<file path="src/rtl/mem_access_ctrl_if.sv">
// Request/response and data-memory port bundle for mem_access_ctrl.
// slave = the controller, master = the MEM stage / memory side.
interface mem_access_ctrl_if #(parameter int WIDTH = 32);
    logic             req_valid;
    logic             req_ready;
    logic             req_write;
    logic [2:0]       req_funct3;
    logic [WIDTH-1:0] req_addr;
    logic [WIDTH-1:0] req_wdata;
    logic             resp_valid;
    logic [WIDTH-1:0] resp_rdata;
    logic             resp_fault;
    logic             mem_read;
    logic             mem_write;
    logic [WIDTH-1:0] mem_address;
    logic [WIDTH-1:0] mem_wdata;
    logic [3:0]       mem_byte_enable;
    logic [WIDTH-1:0] mem_rdata;
    logic             mem_resp;

    modport slave (
        input  req_valid, req_write, req_funct3, req_addr, req_wdata,
        input  mem_rdata, mem_resp,
        output req_ready, resp_valid, resp_rdata, resp_fault,
        output mem_read, mem_write, mem_address, mem_wdata, mem_byte_enable
    );

    modport master (
        output req_valid, req_write, req_funct3, req_addr, req_wdata,
        output mem_rdata, mem_resp,
        input  req_ready, resp_valid, resp_rdata, resp_fault,
        input  mem_read, mem_write, mem_address, mem_wdata, mem_byte_enable
    );
endinterface

</file>
<file path="src/rtl/mem_access_ctrl.sv">
// Load/store sequencer for the single data-memory port with load extension.
// Optional MISALIGN_SPLIT_EN: misaligned accesses split into two word accesses.
module mem_access_ctrl #(
    parameter int WIDTH = 32
) (
    input  logic             clk,
    input  logic             rst,
    mem_access_ctrl_if.slave bus
);
    typedef enum logic [2:0] {
        IDLE  = 3'd0,
        ACC1  = 3'd1,
        ACC2  = 3'd2,
        DONE  = 3'd3,
        FAULT = 3'd4
    } state_e;

    state_e           state_q;
    logic             req_ready_q;
    logic             resp_valid_q;
    logic             resp_fault_q;
    logic [WIDTH-1:0] rdata_q;
    logic             rd_q;
    logic             wr_q;
    logic [WIDTH-1:0] addr_q;
    logic [WIDTH-1:0] wdata_q;
    logic [3:0]       be_q;
    logic [1:0]       off_q;
    logic [1:0]       size_q;
    logic             uns_q;
    logic             write_q;

    logic [1:0]       off;
    logic [1:0]       size;
    logic             illegal;
    logic             misal;
    logic             fault_req;
    logic             hs;
    logic [3:0]       mask;
    logic [WIDTH-1:0] wd_lo;
    logic [3:0]       be_lo;
    logic [WIDTH-1:0] sel;
    logic [WIDTH-1:0] ext;

`ifdef MISALIGN_SPLIT_EN
    logic             split_q;
    logic [WIDTH-1:0] lo_q;
    logic [WIDTH-1:0] wdata_hi_q;
    logic [3:0]       be_hi_q;
    logic [63:0]      wd64;
    logic [7:0]       be8;
    logic [63:0]      rd64;
    logic [WIDTH-1:0] wd_hi;
    logic [3:0]       be_hi;
`endif

    always_comb begin
        off     = bus.req_addr[1:0];
        size    = bus.req_funct3[1:0];
        illegal = (bus.req_funct3 == 3'b011)
                | (bus.req_funct3[2:1] == 2'b11)
                | (bus.req_write & bus.req_funct3[2]);
        misal   = ((size == 2'b01) && (off == 2'b11))
                | ((size == 2'b10) && (off != 2'b00));
        hs      = bus.req_valid & req_ready_q;
        case (size)
            2'b00:   mask = 4'b0001;
            2'b01:   mask = 4'b0011;
            default: mask = 4'b1111;
        endcase
`ifdef MISALIGN_SPLIT_EN
        fault_req = illegal;
        wd64  = {32'b0, bus.req_wdata} << {off, 3'b000};
        be8   = {4'b0, mask} << off;
        wd_lo = wd64[31:0];
        wd_hi = wd64[63:32];
        be_lo = be8[3:0];
        be_hi = be8[7:4];
`else
        fault_req = illegal | misal;
        wd_lo = bus.req_wdata << {off, 3'b000};
        be_lo = mask << off;
`endif
    end

    // Second beat of a split load concatenates above the latched first word.
    always_comb begin
`ifdef MISALIGN_SPLIT_EN
        rd64 = (split_q && (state_q == ACC2)) ? {bus.mem_rdata, lo_q}
                                               : {32'b0, bus.mem_rdata};
        sel  = 32'(rd64 >> {off_q, 3'b000});
`else
        sel  = bus.mem_rdata >> {off_q, 3'b000};
`endif
        case (size_q)
            2'b00:   ext = uns_q ? {24'b0, sel[7:0]}
                                 : {{24{sel[7]}}, sel[7:0]};
            2'b01:   ext = uns_q ? {16'b0, sel[15:0]}
                                 : {{16{sel[15]}}, sel[15:0]};
            default: ext = sel;
        endcase
    end

    always_ff @(posedge clk or posedge rst) begin
        if (rst) begin
            state_q      <= IDLE;
            req_ready_q  <= 1'b1;
            resp_valid_q <= 1'b0;
            resp_fault_q <= 1'b0;
            rdata_q      <= '0;
            rd_q         <= 1'b0;
            wr_q         <= 1'b0;
            addr_q       <= '0;
            wdata_q      <= '0;
            be_q         <= '0;
            off_q        <= '0;
            size_q       <= '0;
            uns_q        <= 1'b0;
            write_q      <= 1'b0;
`ifdef MISALIGN_SPLIT_EN
            split_q      <= 1'b0;
            lo_q         <= '0;
            wdata_hi_q   <= '0;
            be_hi_q      <= '0;
`endif
        end else begin
            resp_valid_q <= 1'b0;
            resp_fault_q <= 1'b0;
            unique case (state_q)
                IDLE: begin
                    if (hs) begin
                        req_ready_q <= 1'b0;
                        off_q       <= off;
                        size_q      <= size;
                        uns_q       <= bus.req_funct3[2];
                        write_q     <= bus.req_write;
                        if (fault_req) begin
                            state_q      <= FAULT;
                            resp_valid_q <= 1'b1;
                            resp_fault_q <= 1'b1;
                            rdata_q      <= '0;
                        end else begin
                            state_q <= ACC1;
                            addr_q  <= {bus.req_addr[WIDTH-1:2], 2'b00};
                            wdata_q <= bus.req_write ? wd_lo : '0;
                            be_q    <= bus.req_write ? be_lo : 4'b0;
                            rd_q    <= ~bus.req_write;
                            wr_q    <= bus.req_write;
`ifdef MISALIGN_SPLIT_EN
                            split_q    <= misal;
                            wdata_hi_q <= bus.req_write ? wd_hi : '0;
                            be_hi_q    <= bus.req_write ? be_hi : 4'b0;
`endif
                        end
                    end
                end
                ACC1: begin
                    if (bus.mem_resp) begin
                        rd_q <= 1'b0;
                        wr_q <= 1'b0;
`ifdef MISALIGN_SPLIT_EN
                        if (split_q) begin
                            state_q <= ACC2;
                            lo_q    <= bus.mem_rdata;
                        end else begin
                            state_q      <= DONE;
                            resp_valid_q <= 1'b1;
                            rdata_q      <= write_q ? '0 : ext;
                        end
`else
                        state_q      <= DONE;
                        resp_valid_q <= 1'b1;
                        rdata_q      <= write_q ? '0 : ext;
`endif
                    end
                end
`ifdef MISALIGN_SPLIT_EN
                // First ACC2 cycle is the strobe-low gap; the high word issues next.
                ACC2: begin
                    if (!(rd_q | wr_q)) begin
                        addr_q  <= addr_q + 32'd4;
                        wdata_q <= wdata_hi_q;
                        be_q    <= be_hi_q;
                        rd_q    <= ~write_q;
                        wr_q    <= write_q;
                    end else if (bus.mem_resp) begin
                        rd_q         <= 1'b0;
                        wr_q         <= 1'b0;
                        state_q      <= DONE;
                        resp_valid_q <= 1'b1;
                        rdata_q      <= write_q ? '0 : ext;
                    end
                end
`endif
                DONE, FAULT: begin
                    state_q     <= IDLE;
                    req_ready_q <= 1'b1;
                    rdata_q     <= '0;
                end
                default: begin
                    state_q     <= IDLE;
                    req_ready_q <= 1'b1;
                    rd_q        <= 1'b0;
                    wr_q        <= 1'b0;
                end
            endcase
        end
    end

    assign bus.req_ready       = req_ready_q;
    assign bus.resp_valid      = resp_valid_q;
    assign bus.resp_fault      = resp_fault_q;
    assign bus.resp_rdata      = rdata_q;
    assign bus.mem_read        = rd_q;
    assign bus.mem_write       = wr_q;
    assign bus.mem_address     = addr_q;
    assign bus.mem_wdata       = wdata_q;
    assign bus.mem_byte_enable = be_q;
endmodule
</file>
<file path="src/flat_wrapper.sv">
// flat-port wrapper written by rule: the top's interface ports become plain ports
module mem_access_ctrl_flat 
#(
    parameter int WIDTH = 32
)
  (clk, rst, bus_req_valid, bus_req_write, bus_req_funct3, bus_req_addr, bus_req_wdata, bus_mem_rdata, bus_mem_resp, bus_req_ready, bus_resp_valid, bus_resp_rdata, bus_resp_fault, bus_mem_read, bus_mem_write, bus_mem_address, bus_mem_wdata, bus_mem_byte_enable);
  mem_access_ctrl_if #(.WIDTH(WIDTH)) bus_i ();
  input  logic clk;
  input  logic rst;
  input wire logic [$bits(bus_i.req_valid)-1:0] bus_req_valid;
  input wire logic [$bits(bus_i.req_write)-1:0] bus_req_write;
  input wire logic [$bits(bus_i.req_funct3)-1:0] bus_req_funct3;
  input wire logic [$bits(bus_i.req_addr)-1:0] bus_req_addr;
  input wire logic [$bits(bus_i.req_wdata)-1:0] bus_req_wdata;
  input wire logic [$bits(bus_i.mem_rdata)-1:0] bus_mem_rdata;
  input wire logic [$bits(bus_i.mem_resp)-1:0] bus_mem_resp;
  output wire logic [$bits(bus_i.req_ready)-1:0] bus_req_ready;
  output wire logic [$bits(bus_i.resp_valid)-1:0] bus_resp_valid;
  output wire logic [$bits(bus_i.resp_rdata)-1:0] bus_resp_rdata;
  output wire logic [$bits(bus_i.resp_fault)-1:0] bus_resp_fault;
  output wire logic [$bits(bus_i.mem_read)-1:0] bus_mem_read;
  output wire logic [$bits(bus_i.mem_write)-1:0] bus_mem_write;
  output wire logic [$bits(bus_i.mem_address)-1:0] bus_mem_address;
  output wire logic [$bits(bus_i.mem_wdata)-1:0] bus_mem_wdata;
  output wire logic [$bits(bus_i.mem_byte_enable)-1:0] bus_mem_byte_enable;
  assign bus_i.req_valid = bus_req_valid;
  assign bus_i.req_write = bus_req_write;
  assign bus_i.req_funct3 = bus_req_funct3;
  assign bus_i.req_addr = bus_req_addr;
  assign bus_i.req_wdata = bus_req_wdata;
  assign bus_i.mem_rdata = bus_mem_rdata;
  assign bus_i.mem_resp = bus_mem_resp;
  assign bus_req_ready = bus_i.req_ready;
  assign bus_resp_valid = bus_i.resp_valid;
  assign bus_resp_rdata = bus_i.resp_rdata;
  assign bus_resp_fault = bus_i.resp_fault;
  assign bus_mem_read = bus_i.mem_read;
  assign bus_mem_write = bus_i.mem_write;
  assign bus_mem_address = bus_i.mem_address;
  assign bus_mem_wdata = bus_i.mem_wdata;
  assign bus_mem_byte_enable = bus_i.mem_byte_enable;
  mem_access_ctrl #(.WIDTH(WIDTH)) u_core (.clk(clk), .rst(rst), .bus(bus_i));
endmodule
</file>
<file path="config.mk">
export PLATFORM = sky130hd
export DESIGN_NAME = mem_access_ctrl_flat
export DESIGN_NICKNAME = d
export VERILOG_FILES = /design/src/rtl/mem_access_ctrl_if.sv /design/src/rtl/mem_access_ctrl.sv /design/src/flat_wrapper.sv
export SDC_FILE = /design/constraint.sdc
export NUM_CORES = 1
export LEC_CHECK = 0
export ABC_CLOCK_PERIOD_IN_PS = 4240
export CAP_MARGIN = 20
export CORE_MARGIN = 2
export CORE_UTILIZATION = 41
export DETAILED_ROUTE_END_ITERATION = 16
export DONT_BUFFER_PORTS = 1
export SYNTH_ARGS = -nofsm -noshare
export SYNTH_HDL_FRONTEND = slang
export SYNTH_SLANG_ARGS = --single-unit
</file>
<file path="constraint.sdc">
create_clock -name clk -period 4.24 [get_ports clk]
set_input_delay 0.424 -clock clk [delete_from_list [all_inputs] [get_ports clk]]
set_output_delay 0.424 -clock clk [all_outputs]
set_load 0.02 [all_outputs]
</file>
Word level (Yosys, flattened, before mapping)
Cells that the tools add are included.
{ "op_classes": {"n_eq_ne": 13, "shifts": 3, "n_mux": 29, "n_bitwise": 10, "reduce_logical": 14} }
{ "op_table": {"columns": ["operator", "count"], "rows": [
  ["$mux 32", 7],
  ["$pmux 32 s3", 1],
  ["$pmux 32 s2", 1],
  ["$shl 32x5->32", 1],
  ["$shr 32x5->32", 1],
  ["$mux 1", 10],
  ["$mux 3", 3],
  ["$pmux 4 s2", 1],
  ["$reduce_and 4->1", 2],
  ["$eq 2x2->1 const B", 3],
  ["$eq 3x2->1 const B", 2],
  ["$pmux 1 s3", 2],
  ["$pmux 3 s2", 1],
  ["$reduce_and 2->1", 3],
  ["$eq 2x1->1 const B", 2],
  ["$logic_not 2->1", 2],
  ["$mux 4", 1],
  ["$ne 2x1->1 const B", 2],
  ["$ne 2x2->1 const B", 2],
  ["$not 1->1", 4],
  ["$or 1x1->1", 4],
  ["$pmux 1 s2", 2],
  ["$shl 4x2->4", 1],
  ["$eq 3x1->1 const B", 1],
  ["8 further kinds", 10]
]} }
{ "totals": {"register_bits": 112, "in_bits": 104, "elab_cells": 83} }

Longest topological paths before layout
{ "logic_depth": {"ltp_word": 7, "ltp_mapped": 6, "ltp_nobuf": 4} }

Worst setup path after synthesis
Ideal clock, no wire load.
{ "synth_timing": {"path_type": "reg-to-reg", "start": "register u_core.req_ready_q, in the netlist u_core.bus.req_ready", "end": "register u_core.addr_q[2], in the netlist u_core.bus.mem_address[2]", "arrival_time_ns": 1.777, "required_time_ns": 4.112, "path_slack_ns": 2.335, "stages_incl_launch_ff": 6, "n_path_buf": 1, "synth_period_minus_slack_ns": 1.905, "path_cell_list": "dfstp_2 > nand2_1 > or4_4 > nor2_2 > buf_4 > mux2_1"} }
{ "synth_via": {"elab_chain_cells": 2} }
{ "synth_rtl": {"columns": ["item", "line_no", "rtl"], "rows": [
  ["start: declaration", "mem_access_ctrl.sv:19", "logic req_ready_q;"],
  ["start signal: assignment", "mem_access_ctrl.sv:107", "req_ready_q <= 1'b1;"],
  ["start signal: assignment", "mem_access_ctrl.sv:132", "req_ready_q <= 1'b0;"],
  ["start signal: assignment", "mem_access_ctrl.sv:197", "req_ready_q <= 1'b1;"],
  ["$and 1x1->1", "mem_access_ctrl.sv:65", "hs = bus.req_valid & req_ready_q;"],
  ["$reduce_and 3->1 (no line)", null, null],
  ["end signal: assignment", "mem_access_ctrl.sv:144", "addr_q <= {bus.req_addr[WIDTH-1:2], 2'b00};"],
  ["end: declaration", "mem_access_ctrl.sv:25", "logic [WIDTH-1:0] addr_q;"]
]} }
Every way passes these cells.
A chain may end at the register's enable or synchronous reset.

Worst setup path after layout
{ "layout_timing": {"start": "register u_core.req_ready_q, in the netlist u_core.bus.req_ready", "end": "register u_core.wdata_q[4], in the netlist u_core.bus.mem_wdata[4]"} }
{ "layout_via": {"elab_chain_cells": 2} }
{ "layout_rtl": {"columns": ["item", "line_no", "rtl"], "rows": [
  ["$and 1x1->1", "mem_access_ctrl.sv:65", null],
  ["$reduce_and 3->1 (no line)", null, null],
  ["end signal: assignment", "mem_access_ctrl.sv:145", "wdata_q <= bus.req_write ? wd_lo : '0;"],
  ["end: declaration", "mem_access_ctrl.sv:26", "logic [WIDTH-1:0] wdata_q;"]
]} }
Every way passes these cells.

==> key figures <==
Outcome
  • Status: completed

Worst hold path
  • Worst hold path class: in2reg
  • Hold path endpoint: u_core.uns_q
  • Min-Delay Path Depth: 1
  • Hold Startpoint: bus_req_funct3[2]

Setup path
  • CP max stage delay: 0.86 ns
  • Crit end category: register
  • R2R Setup Slk: 1.26 ns
  • CP startpoint kind: register
  • Crit path kind: reg2reg
  • CP Max Fanout: 65
  • Worst reg-to-reg path cell count: 5
  • Crit path DAT: 3.25 ns
  • FF-to-FF End: u_core.bus.mem_wdata[4]
  • Required time of the critical path: 4.51 ns
  • CP Cell Sequence: nand2_1 > or4_4 > nor2_4 > buf_4 > mux2i_1
  • RR Startpoint: u_core.bus.req_ready
  • Crit path max-delay cell type: nor2_4

Clock network
  • Clock Sinks: about 110
  • CTS Buf Count: 9
  • # resized after CTS: 0
  • CTS max path bufs: 2
  • H-tree depth: 3
  • Clk_lat worst skew: 0.35 ns
  • Root Driver: clkbuf_16
  • CTS tree: built
  • Clock transition at path regs: 0.07 ns

Cells and area
  • Layout Nets: roughly 560
  • Fraction of layout cells with a size suffix above 1: 0.103
  • Commonest non-fill, non-tap cell in the layout: dfrtp_1
  • Fillers: about 1.3k
  • Register area: roughly 2800 um^2
  • Commonest non-fill, non-tap cells in the layout: dfrtp_1, mux2i_1, nand2_1
  • P&R area growth vs syn: 6.01%
  • Ant. Diodes: 0
  • Fin area: a little under 6000 um^2
  • Area occupied by multi-input gates: 2470 um^2

Global routing
  • First-pass GRT wire length: 21400 um
  • GRT Resource Usage Total: 0.190
  • Pin count of the biggest net entering global routing: 66
  • Initial antenna violation count: 0
  • Number of global-route vias before repair: between 3k and 4k
  • Grt ovf: 0

Synth
  • Seq/Total Area, Yosys: 0.506
  • Synth top area share: 0.502
  • Cell Area, Synth: 5540 um^2
  • Mean post-synth cell area: ~12 um^2
  • Syn Inst Count: 477
  • Synthesis-stage register bit count: 112
  • Main flop type after synthesis: dfrtp_1
  • Post-synth cell types: 47
  • Yosys warnings: 0
  • Post-synth EDFFs: 0
  • Synth top area cells: dfrtp_1, mux2i_1, mux2_1
  • Synth async-reset ratio: 1.00
  • Yosys top cell by area: dfrtp_1

Detailed routing
  • Routed Wire Length: 13600 um
  • Routed vias/inst: 5.84
  • Pre-antenna DRT Iters: 5
  • Remaining DRCs: 0
  • DR vias: 3691
  • Final antenna-violating net count: 0
  • Avg WL per Cell: 21.6 um
  • Initial DRC Count: 233

Die
  • Core area: 13200 um^2
  • Die area: 14400 um^2
  • Starting Density: 0.420
  • FP Rows: between 40 and 50
  • Boundary pin count: 209
  • Die W: 120 um
  • Die H: about 120 um

STA
  • Max Slew Vio Count: 0
  • Setup-failing EPs final: 0
  • Final hold violation count: 0
  • Fmax: 0.336 GHz
  • Min Tclk post-route: 2.98 ns
  • Rel. slew slack: 0.349
  • Setup TNS Final: 0 ns
  • Final Cycle Share: 0.702
  • Measured slew at the worst slew-check pin: 0.975 ns
  • Skew final: ~0.0081 ns
  • RSZ-0062 raised after global routing: no

Power and ir drop
  • PwrDens: 340 nW/um^2
  • Leak: 0.00278 uW
  • Worst VDD drop: 0.161 mV

Flow run
  • Max_cap viols: 0

Placement
  • HPWL after DPL: 9880 um
  • Final GP Congestion: about 0.85
  • I/O Buffers: 0
  • Post-DP Area: between 5000 and 6000 um^2
-- sequential cells by signal (all words and copies together), names as in the netlist --
signal / count
u_core.bus.mem_address: 30
u_core.bus.mem_byte_enable: 4
u_core.bus.mem_read: 1
u_core.bus.mem_wdata: 32
u_core.bus.mem_write: 1
u_core.bus.req_ready: 1
u_core.bus.resp_fault: 1
u_core.bus.resp_rdata: 32
u_core.bus.resp_valid: 1
u_core.off_q: 2
u_core.size_q: 2
u_core.state_q: 3
u_core.uns_q: 1
u_core.write_q: 1
-- logic make-up (layout without fill, tap and decap cells) --
logic type | after synthesis | after routing | synth area share
buffers and inverters | 54 | 32 | 0.0497
AO/OA/AOI/OAI | 126 | 126 | 0.183
flip-flops | 112 | 112 | 0.506
other | 1 | 2 | 0.000677
AND/OR/NAND/NOR | 89 | 89 | 0.0757
multiplexers | 94 | 94 | 0.183
XOR/XNOR | 1 | 1 | 0.00158
-- metrics by stage --
step           hold WS (ns)   util  std cells  power, uW  worst slack [ns]
6_report              0.207  0.445        632       1990              1.26
5_1_grt               0.191  0.445        632       2090              1.06
4_1_cts               0.191  0.445        632       2030              1.22
3_5_place_dp          0.209  0.423        617       1200              1.21
3_3_place_gp          0.206  0.423        617       1200              1.34
2_1_floorplan         0.464      -        478       1190             0.859
-- worst max-delay path: cells and delay by family (launching register included) --
family                 cells  cell delay [ns]
buffers and inverters      1             0.32
muxes                      1             0.20
and+or+nand+nor            3             1.74
DFF                        1             0.62
-- metal layers --
metal	GRT usage	vias up	wire length, um
li1	-	1711	-
met1	0.236	1817	5610
met2	0.310	143	6630
met3	0.0618	20	1140
met4	0.0713	0	267
met5	0	-	0
-- layout make-up --
| class | count | area share |
|---|---|---|
| clock inverters | 4 | 0.00810 |
| repair buffers | 7 | 0.00938 |
| inverters | 11 | 0.00746 |
| flip-flops and latches | 112 | 0.478 |
| well taps | 176 | 0.0375 |
| clock buffers | 10 | 0.0390 |
| multi-input cells | 312 | 0.421 |
-- worst max-delay path by stage --
| stage | from | to | slack [ns] | cells after the start |
|---|---|---|---|---|
| 2_1_floorplan | rst | u_core.bus.mem_address[10] | 0.86 | 1 |
| 3_3_place_gp | u_core.bus.req_ready | u_core.bus.mem_wdata[5] | 1.34 | 5 |
| 3_5_place_dp | u_core.bus.req_ready | u_core.bus.mem_wdata[6] | 1.21 | 5 |
| 4_1_cts | u_core.bus.req_ready | u_core.bus.mem_wdata[4] | 1.22 | 5 |
| 5_1_grt | u_core.bus.req_ready | u_core.bus.mem_wdata[4] | 1.06 | 5 |
| 6_report | u_core.bus.req_ready | u_core.bus.mem_wdata[4] | 1.26 | 5 |
-- Yosys cell counts, drive strengths merged (2+ instances only) --
cell / count
o31ai: 18
nand2b: 3
inv: 11
nand2: 37
nor3: 5
dfrtp: 111
a211o: 9
a221o: 8
a21oi: 11
nand3b: 2
nand3: 8
o2bb2ai: 23
clkbuf: 14
a221oi: 8
mux2i: 49
buf: 29
mux2: 44
o21ai: 32
o41ai: 9
nor2: 25
-- power breakdown --
part | switching (uW) | internal, uW
clock network | 365 | 450
registers | 0 | 1070
logic | 74.5 | 36.0
total | 439 | 1550
-- repair_timing --
item	4_1_cts	5_1_grt
hold buffers	1	0
hold endpoints to repair	11	0
setup buffers	0	0
No activity file was read; power rests on OpenSTA's default activity.
